===== src/rtl/lpc_cycle_fifo.sv =====
// LPC decoded-cycle capture FIFO: one record per rising edge of in_clock_enable.
// Optional macro LPC_CYCLE_FIFO_IO_ONLY_EN keeps only IO cycles (cyctype[3:2]==0).
module lpc_cycle_fifo #(
    parameter int DEPTH = 16,
    parameter int AW    = 4
) (
    input  logic          lpc_clock,
    input  logic          reset,
    input  logic [3:0]    in_cyctype_dir,
    input  logic [31:0]   in_addr,
    input  logic [7:0]    in_data,
    input  logic          in_sync_timeout,
    input  logic          in_clock_enable,
    output logic [47:0]   out_record,
    output logic          out_valid,
    input  logic          out_ready,
    output logic [AW:0]   out_count,
    output logic          out_overflow,
    output logic [7:0]    out_drop_count
);

    localparam logic [AW:0] FULL_CNT = (AW+1)'(DEPTH);

    logic [47:0]   mem [DEPTH];
    logic [AW-1:0] wr_ptr;
    logic [AW-1:0] rd_ptr;
    logic [AW:0]   count;
    logic          ce_q;
    logic          drop_pending;
    logic          overflow;
    logic [7:0]    drop_count;

    logic          cyc_ok;
    logic          capture;
    logic          full;
    logic          pop;
    logic          wr_en;
    logic          drop;
    logic [47:0]   wr_record;

`ifdef LPC_CYCLE_FIFO_IO_ONLY_EN
    assign cyc_ok = (in_cyctype_dir[3:2] == 2'b00);
`else
    assign cyc_ok = 1'b1;
`endif

    // Edge detect on the completion level; history resets high so a
    // level already asserted at reset release is ignored.
    assign capture = in_clock_enable & ~ce_q & cyc_ok;
    assign full    = (count == FULL_CNT);
    assign pop     = out_valid & out_ready;
    assign wr_en   = capture & (~full | pop);
    assign drop    = capture & full & ~pop;

    assign wr_record = {in_cyctype_dir, in_addr, in_data,
                        2'b00, drop_pending, in_sync_timeout};

    always_ff @(posedge lpc_clock or posedge reset) begin
        if (reset) begin
            ce_q <= 1'b1;
        end else begin
            ce_q <= in_clock_enable;
        end
    end

    always_ff @(posedge lpc_clock) begin
        if (wr_en) begin
            mem[wr_ptr] <= wr_record;
        end
    end

    always_ff @(posedge lpc_clock or posedge reset) begin
        if (reset) begin
            wr_ptr <= '0;
            rd_ptr <= '0;
        end else begin
            if (wr_en) begin
                wr_ptr <= wr_ptr + 1'b1;
            end
            if (pop) begin
                rd_ptr <= rd_ptr + 1'b1;
            end
        end
    end

    always_ff @(posedge lpc_clock or posedge reset) begin
        if (reset) begin
            count <= '0;
        end else begin
            unique case ({wr_en, pop})
                2'b10:   count <= count + 1'b1;
                2'b01:   count <= count - 1'b1;
                default: count <= count;
            endcase
        end
    end

    // Drop bookkeeping; pending is consumed by the next stored record.
    always_ff @(posedge lpc_clock or posedge reset) begin
        if (reset) begin
            drop_pending <= 1'b0;
            overflow     <= 1'b0;
            drop_count   <= '0;
        end else if (drop) begin
            drop_pending <= 1'b1;
            overflow     <= 1'b1;
            if (drop_count != 8'hFF) begin
                drop_count <= drop_count + 1'b1;
            end
        end else if (wr_en) begin
            drop_pending <= 1'b0;
        end
    end

    assign out_record     = mem[rd_ptr];
    assign out_valid      = (count != '0);
    assign out_count      = count;
    assign out_overflow   = overflow;
    assign out_drop_count = drop_count;

endmodule


===== config.mk =====
export PLATFORM = sky130hd
export DESIGN_NAME = lpc_cycle_fifo
export DESIGN_NICKNAME = d
export VERILOG_FILES = /design/src/rtl/lpc_cycle_fifo.sv
export SDC_FILE = /design/constraint.sdc
export NUM_CORES = 1
export LEC_CHECK = 0
export CORE_MARGIN = 4
export CORE_UTILIZATION = 61
export CTS_BUF_LIST = sky130_fd_sc_hd__clkbuf_8
export DETAILED_ROUTE_END_ITERATION = 10
export PLACE_DENSITY = 0.8
export SYNTH_ARGS = -nofsm -noshare
export SYNTH_HDL_FRONTEND = slang
export SYNTH_SLANG_ARGS = --single-unit

===== constraint.sdc =====
create_clock -name lpc_clock -period 7.6 [get_ports lpc_clock]
set_clock_uncertainty 0.2 [all_clocks]
set_input_delay 0.76 -clock lpc_clock [delete_from_list [all_inputs] [get_ports lpc_clock]]
set_output_delay 0.76 -clock lpc_clock [all_outputs]
set_load 0.03 [all_outputs]

After elaboration in Yosys (flattened, before gate mapping)
Memory sizes are Yosys's and may differ from the RTL's.
Cells that the tools add are included.
Word-level totals
  bits in registers: 24
  bits in latches: 0
  bits in writable memories: 736
  ROM bits: 0
  input port bits: 49
  output and inout port bits: 63
  word-level logic and storage cells: 35
  memories: 1
Operators by class
  $add $sub $neg: 5
  multipliers: 0
  div/mod/pow operators: 0
  magnitude comparators: 0
  equal/unequal tests: 4
  shift operators: 0
  multiplexer cells: 5
  bitwise operators: 9
  reduce and logical (&&, ||, !) cells: 4
Memories
  mem: depth 16, width 46, read ports 1, clocked after Yosys merged registers in 0, write ports 1, RTL line 24  | logic [47:0] mem [DEPTH];
Operator list (count)
  $pmux 5 s2: 1
  $add 4x1->4 const B: 2
  $add 8x1->8 const B: 1
  $ne 8x8->1 const B: 1
  $add 5x1->5 const B: 1
  $and 1x1->1: 5
  $eq 5x5->1 const B: 1
  $reduce_bool 5->1: 1
  $sub 5x1->5 const B: 1
  $mux 1: 4
  $reduce_bool 2->1: 2
  $not 1->1: 3
  $eq 2x1->1 const B: 1
  $eq 2x2->1 const B: 1
  $reduce_and 2->1: 1
  $or 1x1->1: 1

Depth between registers and ports, before layout
Gate-level depths: netlist (run 1).
  depth in word-level cells: 6
  mapped depth: 9
  gate-level depth less buffers: 9

Worst setup path after synthesis (run 1)
Ideal clock, no wire load.
  path type: in2reg
  from: input port in_clock_enable
  to: memory mem[3][0] in the netlist's numbering, enable pin
  library setup time: 0.506 ns
  data arrival time: 4.624 ns
  data required time: 6.894 ns
  slack: 2.270 ns
  cell stages on the path: 4
  path buffers: 0
  cell sequence: nand2b_1 > a21oi_1 > nand2_1 > nor3_1
Between the ends
  cells in the longest elaborated chain, start to end: 4
RTL lines
  start: declaration: RTL line 13  | input logic in_clock_enable,
  $and 1x1->1: RTL line 49  | assign capture = in_clock_enable & ~ce_q & cyc_ok;
  $and 1x1->1: RTL line 52  | assign wr_en = capture & (~full | pop);
  $mux 1: RTL line 67  | if (wr_en) begin
  $mux 1 (implied by the code): RTL line 68  | mem[wr_ptr] <= wr_record;
  end: declaration: RTL line 24
No other way between the ends.

Final worst setup path (run 1)
  from: register rd_ptr[0]
  to: output port out_record[23]
Between the ends
  cells in the longest elaborated chain, start to end: 1
RTL lines
  start: declaration: RTL line 26  | logic [AW-1:0] rd_ptr;
  start signal: assignment: RTL line 81  | rd_ptr <= rd_ptr + 1'b1;
  $mem_v2 16x46
  end: declaration: RTL line 14  | output logic [47:0] out_record,
No other way between the ends.

==> results.md, run 1 <==
- Startpoint class of the critical path: flip-flop
- P&R area growth vs syn: 13.99%
- Cts hold-fix bufs: 0
- Final ANT Viol Nets: 0
- Via count: 13450
- Finished Layout Cells: 2141
- Int Pwr: 8.084 mW
- Worst slew margin: 24.96%
- Power share of the combinational group: 32.1%
- Yosys top cell area share: 76.86%
- Post-CTS Resized: 0
- Final setup viols: 0
- Synth Area in Compound Gates: 2.737%
- Number of global-route vias before repair: 14330
- Largest net degree at the start of global routing: 171
- Number of synthesized register bits: 760
- Initial antenna violation count: 0
- Die height: 225.1 microns
- Status: finished, final reports clean
- DR iter-0 viols: 1417
- Via/cell ratio: 6.282
- Worst R2R Start: out_count[4]$_DFFE_PP0P_
- First-pass GRT wire length: 87.44 mm
- Worst slew pin tran: 1.126 ns
- Worst setup EP type: primary output
- Pre-antenna DRT Iters: 5
- Required time of the critical path: 6.64 ns
- GP Congestion: 0.7681
- Clock sink count: 760
- CTS Buf Count: 114
- Filler cells: 2665
- Synthesized-area fraction occupied by adder cells: 0.4612%
- Post-DP HPWL: 30.48 mm
- # rows: 79
- Setup WS post-layout: 2.810 ns
- Total Wirelength: 57.54 mm
- Period utilisation layout: 63.03%
- PwrDens: 361.3 mW/mm^2
- Mean Syn Cell Area: 22.82 sq um
- Sw Pwr: 3.759 mW
- Register area share after synthesis: 78.95%
- Finished layout cell area: 0.03278 sq mm
- Fin crit period: 4.790 ns
- CP max-delay cell: dfrtp_4
- Main combinational cell family by area after synthesis: multiplexers
- XOR/XNOR Fraction of Synth Area: 0.4569%
- Initial Util: 61.77%
- Hold_sp: out_overflow$_DFFE_PP0P_
- Synth Area in Simple Gates: 1.627%
- Fin Hold WS: 0.2786 ns
- I/O Buffers: 109
- Slew Limit Fails: 0
- Maxcap violations: 0
- Synth Instances: 1260
- Unique masters post-synth: 38
- Yosys warns: 0
- CTS HTree Levels: 3
- Top cells by area in the synthesized netlist: edfxtp_1 77%, mux4_2 14%, a22oi_1 2.4%, dfrtp_1 2.0%, nand2_1 0.81%
- Clock buffer depth: 3
- Fin. Hold Viols: 0
- Pre-CTS WS: 3.220 ns
- Worst EP arrival: 3.83 ns
- Area leader, netlist: edfxtp_1
- NumNets Final: 1503
- Avg WL per Cell: 26.87 microns
- Worst skew pair latency: 0.68 ns
- F_max: 0.2088 GHz
- Share of layout cells above drive strength 1: 24.45%
- Top fanout value on the critical path: 110
- Core Util, Final: 70.41%
- Max stage delay on crit path: 0.64 ns
- # diodes: 0
- Mux cell area share after synthesis: 14.68%
- Worst-path cell chain: buf_12 -> mux4_2 -> a22oi_1 -> nand2_1 -> clkdlybuf4s50_1
- Placed instance area: 0.03068 sq mm
- CTS tree: built
- Sequential share of power: 42.2%
- Core region area: 0.04656 sq mm
- # IOs: 112
- Crit path from: rd_ptr[0]$_DFFE_PP0P_
- Clock slew at reported path FFs: 0.06 ns
- Root Driver: clkbuf_8
- Reg2Reg Setup Slack: 4.03 ns
- Placed cells: 1935
- Crit path kind: flip-flop to primary output
- Postcts setup bufs: 0
- Synthesized cell area: 0.02876 sq mm
- RSZ-0062 raised after global routing: false
- Die Wd: 225.1 microns
- Overall power: 11.84 mW
- Total grt overflow: 0
- Die area: 0.05068 sq mm
- Clk network pwr share: 25.7%
- Leak pwr: 10.60 nW
- Setup tns final: 0 ns
- GRT Total Usage: 23.30%
- Hold WC Path Type: flip-flop to flip-flop
- Maximum vdd drop: 0.0004303 V
- DRC Markers: 0
- Sw frac: 31.74%
-- per-layer routing --
| metal | global-route usage [%] | up-vias | wire length, microns |
|---|---|---|---|
| li1 | - | 5710 | - |
| met1 | 33.70 | 7073 | 23040 |
| met2 | 37.42 | 579 | 28780 |
| met3 | 4.390 | 88 | 4504 |
| met4 | 7.091 | 0 | 1218 |
| met5 | 0.3795 | - | 0 |
-- cell usage after synthesis, drive strengths merged --
master and number:
o21ai 1, nand4 4, nor3 4, o211ai 2, and2 1, mux4 184
mux2i 2, clkbuf 34, fa 1, nor4 1, edfxtp 736, nand3 4
a21oi 5, a2111o 1, mux2 5, ha 9, inv 8, nand2 63
conb 1, o31a 1, nor2 18, buf 31, a21o 1, dfrtp 23
xnor2 12, nand2b 5, dfstp 1, o2111a 1, xor2 3, a22oi 92
nor2b 4, and3 2
-- state kept, by name, indices dropped and copies added, names as in the netlist --
name / cells
ce_q: 1
rd_ptr: 4
out_drop_count: 8
out_overflow: 1
out_count: 5
drop_pending: 1
wr_ptr: 4
mem: 736
-- placed cells by master (no fill, tap or decap), types with 3 or more instances in the layout --
cell type / instances
edfxtp_1: 736
mux4_2: 184
clkbuf_8: 118
clkdlybuf4s50_1: 109
a22oi_1: 92
nand2_1: 62
inv_1: 48
clkinv_1: 28
dfrtp_1: 21
buf_4: 20
nor2_4: 13
xnor2_1: 12
clkinv_2: 11
ha_1: 9
nand2b_1: 5
nor2_1: 5
a21oi_1: 4
nand3_1: 4
nand4_1: 4
nor3_2: 4
bufinv_16: 4
xor2_1: 3
mux2_2: 3
buf_12: 3
-- power by group through the flow --
| stage | sequential [mW] | clock [mW] | combinational, mW |
|---|---|---|---|
| 6_report | 5.00 | 3.04 | 3.80 |
| 5_1_grt | 5.03 | 3.31 | 4.05 |
| 4_1_cts | 5.01 | 3.11 | 3.87 |
| 3_5_place_dp | 5.09 | 0 | 3.85 |
| 3_3_place_gp | 5.07 | 0 | 3.82 |
| 2_1_floorplan | 5.04 | 0 | 2.58 |
-- final cells by class --
| cell class | count | area, sq um | share of cell area [%] |
|---|---|---|---|
| Sequential cell | 760 | 22710 | 69.28 |
| Clock inverter | 88 | 473.0 | 1.443 |
| Multi-Input combinational cell | 428 | 5881 | 17.94 |
| Timing Repair Buffer | 132 | 1301 | 3.970 |
| Inverter | 8 | 30.03 | 0.09161 |
| Tap cell | 607 | 759.5 | 2.317 |
| Clock buffer | 118 | 1624 | 4.955 |
-- critical path: cells and delay by family, from the launching register on --
| family | cells | cell delay, ns |
|---|---|---|
| compound gates | 1 | 0.33 |
| buf+inv | 2 | 1.21 |
| flops | 1 | 0.64 |
| mux | 1 | 0.60 |
| simple gates | 1 | 0.13 |
-- cell families after synthesis --
| logic type | count (synthesis) |
|---|---|
| muxes | 191 |
| buffers and inverters | 73 |
| AOI/OAI and AO/OA | 104 |
| other | 1 |
| DFF | 760 |
| adders and majority gates | 10 |
| and+or+nand+nor | 106 |
| xor gates and xnor gates | 15 |
-- worst paths after layout --
path                                                 endpoint  cells past startpoint
worst max-delay path                           out_record[23]                      5
worst min-delay path                 out_overflow$_DFFE_PP0P_                      1
worst max register to register          mem[12][44]$_DFFE_PP_                      5
worst min register to register       out_overflow$_DFFE_PP0P_                      1
max in group asynchronous               rd_ptr[0]$_DFFE_PP0P_                      2
min in group asynchronous       out_drop_count[7]$_DFFE_PP0P_                      2
Note: power is estimated with default switching activity, not from simulation.
==> run 2: changes to the inputs <==
--- a/config.mk
+++ b/config.mk
@@ -6,10 +6,10 @@
 export NUM_CORES = 1
 export LEC_CHECK = 0
 export CORE_MARGIN = 4
-export CORE_UTILIZATION = 61
+export CORE_UTILIZATION = 57
 export CTS_BUF_LIST = sky130_fd_sc_hd__clkbuf_8
 export DETAILED_ROUTE_END_ITERATION = 10
-export PLACE_DENSITY = 0.8
+export PLACE_DENSITY = 0.78
 export SYNTH_ARGS = -nofsm -noshare
 export SYNTH_HDL_FRONTEND = slang
 export SYNTH_SLANG_ARGS = --single-unit
==> constraint.sdc (replaced) <==
create_clock -name lpc_clock -period 4.4 [get_ports lpc_clock]
set_clock_uncertainty 0.2 [all_clocks]
set_input_delay 0.44 -clock lpc_clock [delete_from_list [all_inputs] [get_ports lpc_clock]]
set_output_delay 0.44 -clock lpc_clock [all_outputs]
set_load 0.03 [all_outputs]
==> run 2 against run 1 <==
Global-route usage shrank 0.87 points; routed wire length grew 3.0%; clock-buffer cell count grew 4; die area grew 6.8%; clock power grew 87%; total power grew 78%; worst setup slack lost 2.5 ns; critical path depth is the same.
==> results.md, run 2 (synthesized netlist as in run 1, its figures left out) <==
- Worst skew pair latency: 0.70 ns (+0.02 ns)
- Max stage delay on crit path: 0.64 ns (about the same)
- Final setup viols: 0 (unchanged)
- Fin crit period: 4.050 ns
- # rows: 82 (+3.8%)
- Initial Util: 57.55% (-4.2 points)
- Total Wirelength: 59.24 mm (+3.0%)
- CP top delay family: buffers and inverters
- First-pass GRT wire length: 89.67 mm (+2.5%)
- Final ANT Viol Nets: 0 (unchanged)
- Via count: 13670 (+1.7%)
- Slew Limit Fails: 0 (unchanged)
- Most common cell after layout, fill and taps aside: edfxtp_1
- Maximum vdd drop: 0.0005608 V (+30%)
- Share of layout cells above drive strength 1: 26.85% (+2.4 points)
- Crit path from: rd_ptr[0]$_DFFE_PP0P_
- Hold WC Path Type: input port to async pin
- Initial antenna violation count: 5 (+5)
- Cts hold-fix bufs: 1 (+1)
- GP Congestion: 0.7563 (-1.5%)
- CTS tree: built
- Placed instance area: 0.03114 sq mm (+1.5%)
- Reg with most FFs: mem
- Worst-path cell chain: buf_12 -> mux4_2 -> a22oi_1 -> nand2_1 -> clkdlybuf4s50_1
- Postcts setup bufs: 0 (unchanged)
- Largest net degree at the start of global routing: 70 (-59%)
- Die area: 0.05411 sq mm (+6.8%)
- Number of global-route vias before repair: 14420 (+0.66%)
- Pre-antenna DRT Iters: 5 (unchanged)
- CTS Buf Count: 115 (+0.88%)
- Finished layout cell area: 0.03344 sq mm (+2.0%)
- Clock sink count: 760 (unchanged)
- Crit Reg-Reg Endpoint: mem[15][33]$_DFFE_PP_
- Die Wd: 232.6 microns (+3.3%)
- F_max: 0.2469 GHz
- I/O Buffers: 109 (unchanged)
- Startpoint class of the critical path: flip-flop
- Required time of the critical path: 3.76 ns (-2.88 ns)
- Period utilisation layout: 92.06%
- Top fanout value on the critical path: 69 (-37%)
- Total grt overflow: 0 (unchanged)
- Worst R2R Path Depth: 5 (unchanged)
- Clock buffer depth: 3 (unchanged)
- Post-CTS Resized: 0 (unchanged)
- Fin Hold WS: 0.05066 ns (-0.2279 ns)
- DRC Markers: 0 (unchanged)
- Crit path kind: flip-flop to primary output
- Filler cells: 3067 (+15%)
- RSZ-0062 raised after global routing: false
- Die height: 232.6 microns (+3.3%)
- NumNets Final: 1528 (+1.7%)
- Root Driver: clkbuf_8
- Worst EP arrival: 3.41 ns (-0.42 ns)
- Post-DP HPWL: 32.24 mm (+5.8%)
- Maxcap violations: 0 (unchanged)
- Most frequent cells in the layout: 736 x edfxtp_1, 184 x mux4_2, 122 x clkbuf_8
- Fin. Hold Viols: 0 (unchanged)
- Status: finished, final reports clean
- Overall power: 21.05 mW (+78%)
- Avg WL per Cell: 26.55 microns (-1.2%)
- Reg2Reg Setup Slack: 1.33 ns (-2.70 ns)
- DR iter-0 viols: 1345 (-5.1%)
- GRT Total Usage: 22.43% (-0.87 points)
- Setup tns final: 0 ns (unchanged)
- Max FFs per register: 736 (unchanged)
- Worst R2R Start: out_count[4]$_DFFE_PP0P_
- Worst slew pin tran: 0.9308 ns (-0.1947 ns)
- Via/cell ratio: 6.129 (-2.4%)
- P&R area growth vs syn: 16.28%
- CTS HTree Levels: 3 (unchanged)
- Worst setup EP type: primary output
- Clock slew at reported path FFs: 0.06 ns (about the same)
- Leak pwr: 10.81 nW (+2.0%)
- Worst slew margin: 37.88% (+13 points)
- # IOs: 112 (unchanged)
- Core region area: 0.04997 sq mm (+7.3%)
- PwrDens: 629.6 mW/mm^2 (+74%)
- CP max-delay cell: clkdlybuf4s50_1
- Worst Path Buf+Inv: 2 (unchanged)
[run 2: cell types whose count changed in the layout (fill, tap and decap cells not counted), sizes merged]
cell         previous run  this run
bufinv                  4         9
diode                   0         2
clkbuf                118       122
clkinv                 39        40
buf                    23        46
clkinvlp                1         6
inv                    52        36
dlygate4sd3             0         1
[run 2: worst max path at each step]
| stage | endpoint | slack (ns) | depth (start not counted) |
|---|---|---|---|
| after floorplan | mem[15][0]$_DFFE_PP_ | 0.41 | 4 |
| after global placement | mem[15][11]$_DFFE_PP_ | 0.87 | 6 |
| after detailed placement | mem[15][30]$_DFFE_PP_ | 0.83 | 6 |
| after CTS | out_record[5] | 0.26 | 5 |
| after global routing | out_record[5] | 0.15 | 5 |
| final | out_record[5] | 0.35 | 5 |
[run 2: power by group]
group | internal (mW) | switching, mW | leakage (nW) | total, mW
combinational | 2.98 | 3.72 | 2.61 | 6.70
clock | 3.09 | 2.60 | 1.27 | 5.69
sequential | 8.37 | 0.288 | 6.94 | 8.66
total | 14.4 | 6.61 | 10.8 | 21.1
[run 2: area by class of cell]
| class | count | area, sq um | area share, % |
|---|---|---|---|
| clock inverters | 83 | 606.8 | 1.815 |
| well taps | 672 | 840.8 | 2.515 |
| flip-flops and latches | 760 | 22710 | 67.92 |
| diodes | 2 | 5.005 | 0.01497 |
| inverters | 8 | 30.03 | 0.08981 |
| multi-input cells | 428 | 5906 | 17.66 |
| clock buffers | 122 | 1679 | 5.022 |
| repair buffers | 156 | 1659 | 4.962 |
[run 2: through the flow]
step | std cells | utilization (%) | worst slack (ns)
3_3_place_gp | 2023 | 62.32 | 0.8734
3_5_place_dp | 2023 | 62.32 | 0.8305
4_1_cts | 2229 | 66.91 | 0.2626
5_1_grt | 2231 | 66.92 | 0.1527
6_report | 2231 | 66.92 | 0.3496
2_1_floorplan | 1261 | - | 0.4132
[run 2: metal layers]
metal	vias to the layer above	GRT usage, %	routed length (microns)
met5	-	0	44
met4	6	5.734	955
met3	93	4.665	4360
met2	534	36.81	30360
met1	7270	31.54	23520
li1	5770	-	-
==> run 3: changes to the inputs <==
--- a/config.mk
+++ b/config.mk
@@ -8,8 +8,10 @@
 export CORE_MARGIN = 4
 export CORE_UTILIZATION = 57
 export CTS_BUF_LIST = sky130_fd_sc_hd__clkbuf_8
+export CTS_CLUSTER_SIZE = 20
 export DETAILED_ROUTE_END_ITERATION = 10
 export PLACE_DENSITY = 0.78
+export SLEW_MARGIN = 20
 export SYNTH_ARGS = -nofsm -noshare
 export SYNTH_HDL_FRONTEND = slang
 export SYNTH_SLANG_ARGS = --single-unit
==> results of run 3 <==
No change in the layout: final DEF, timing and power equal those of run 2.
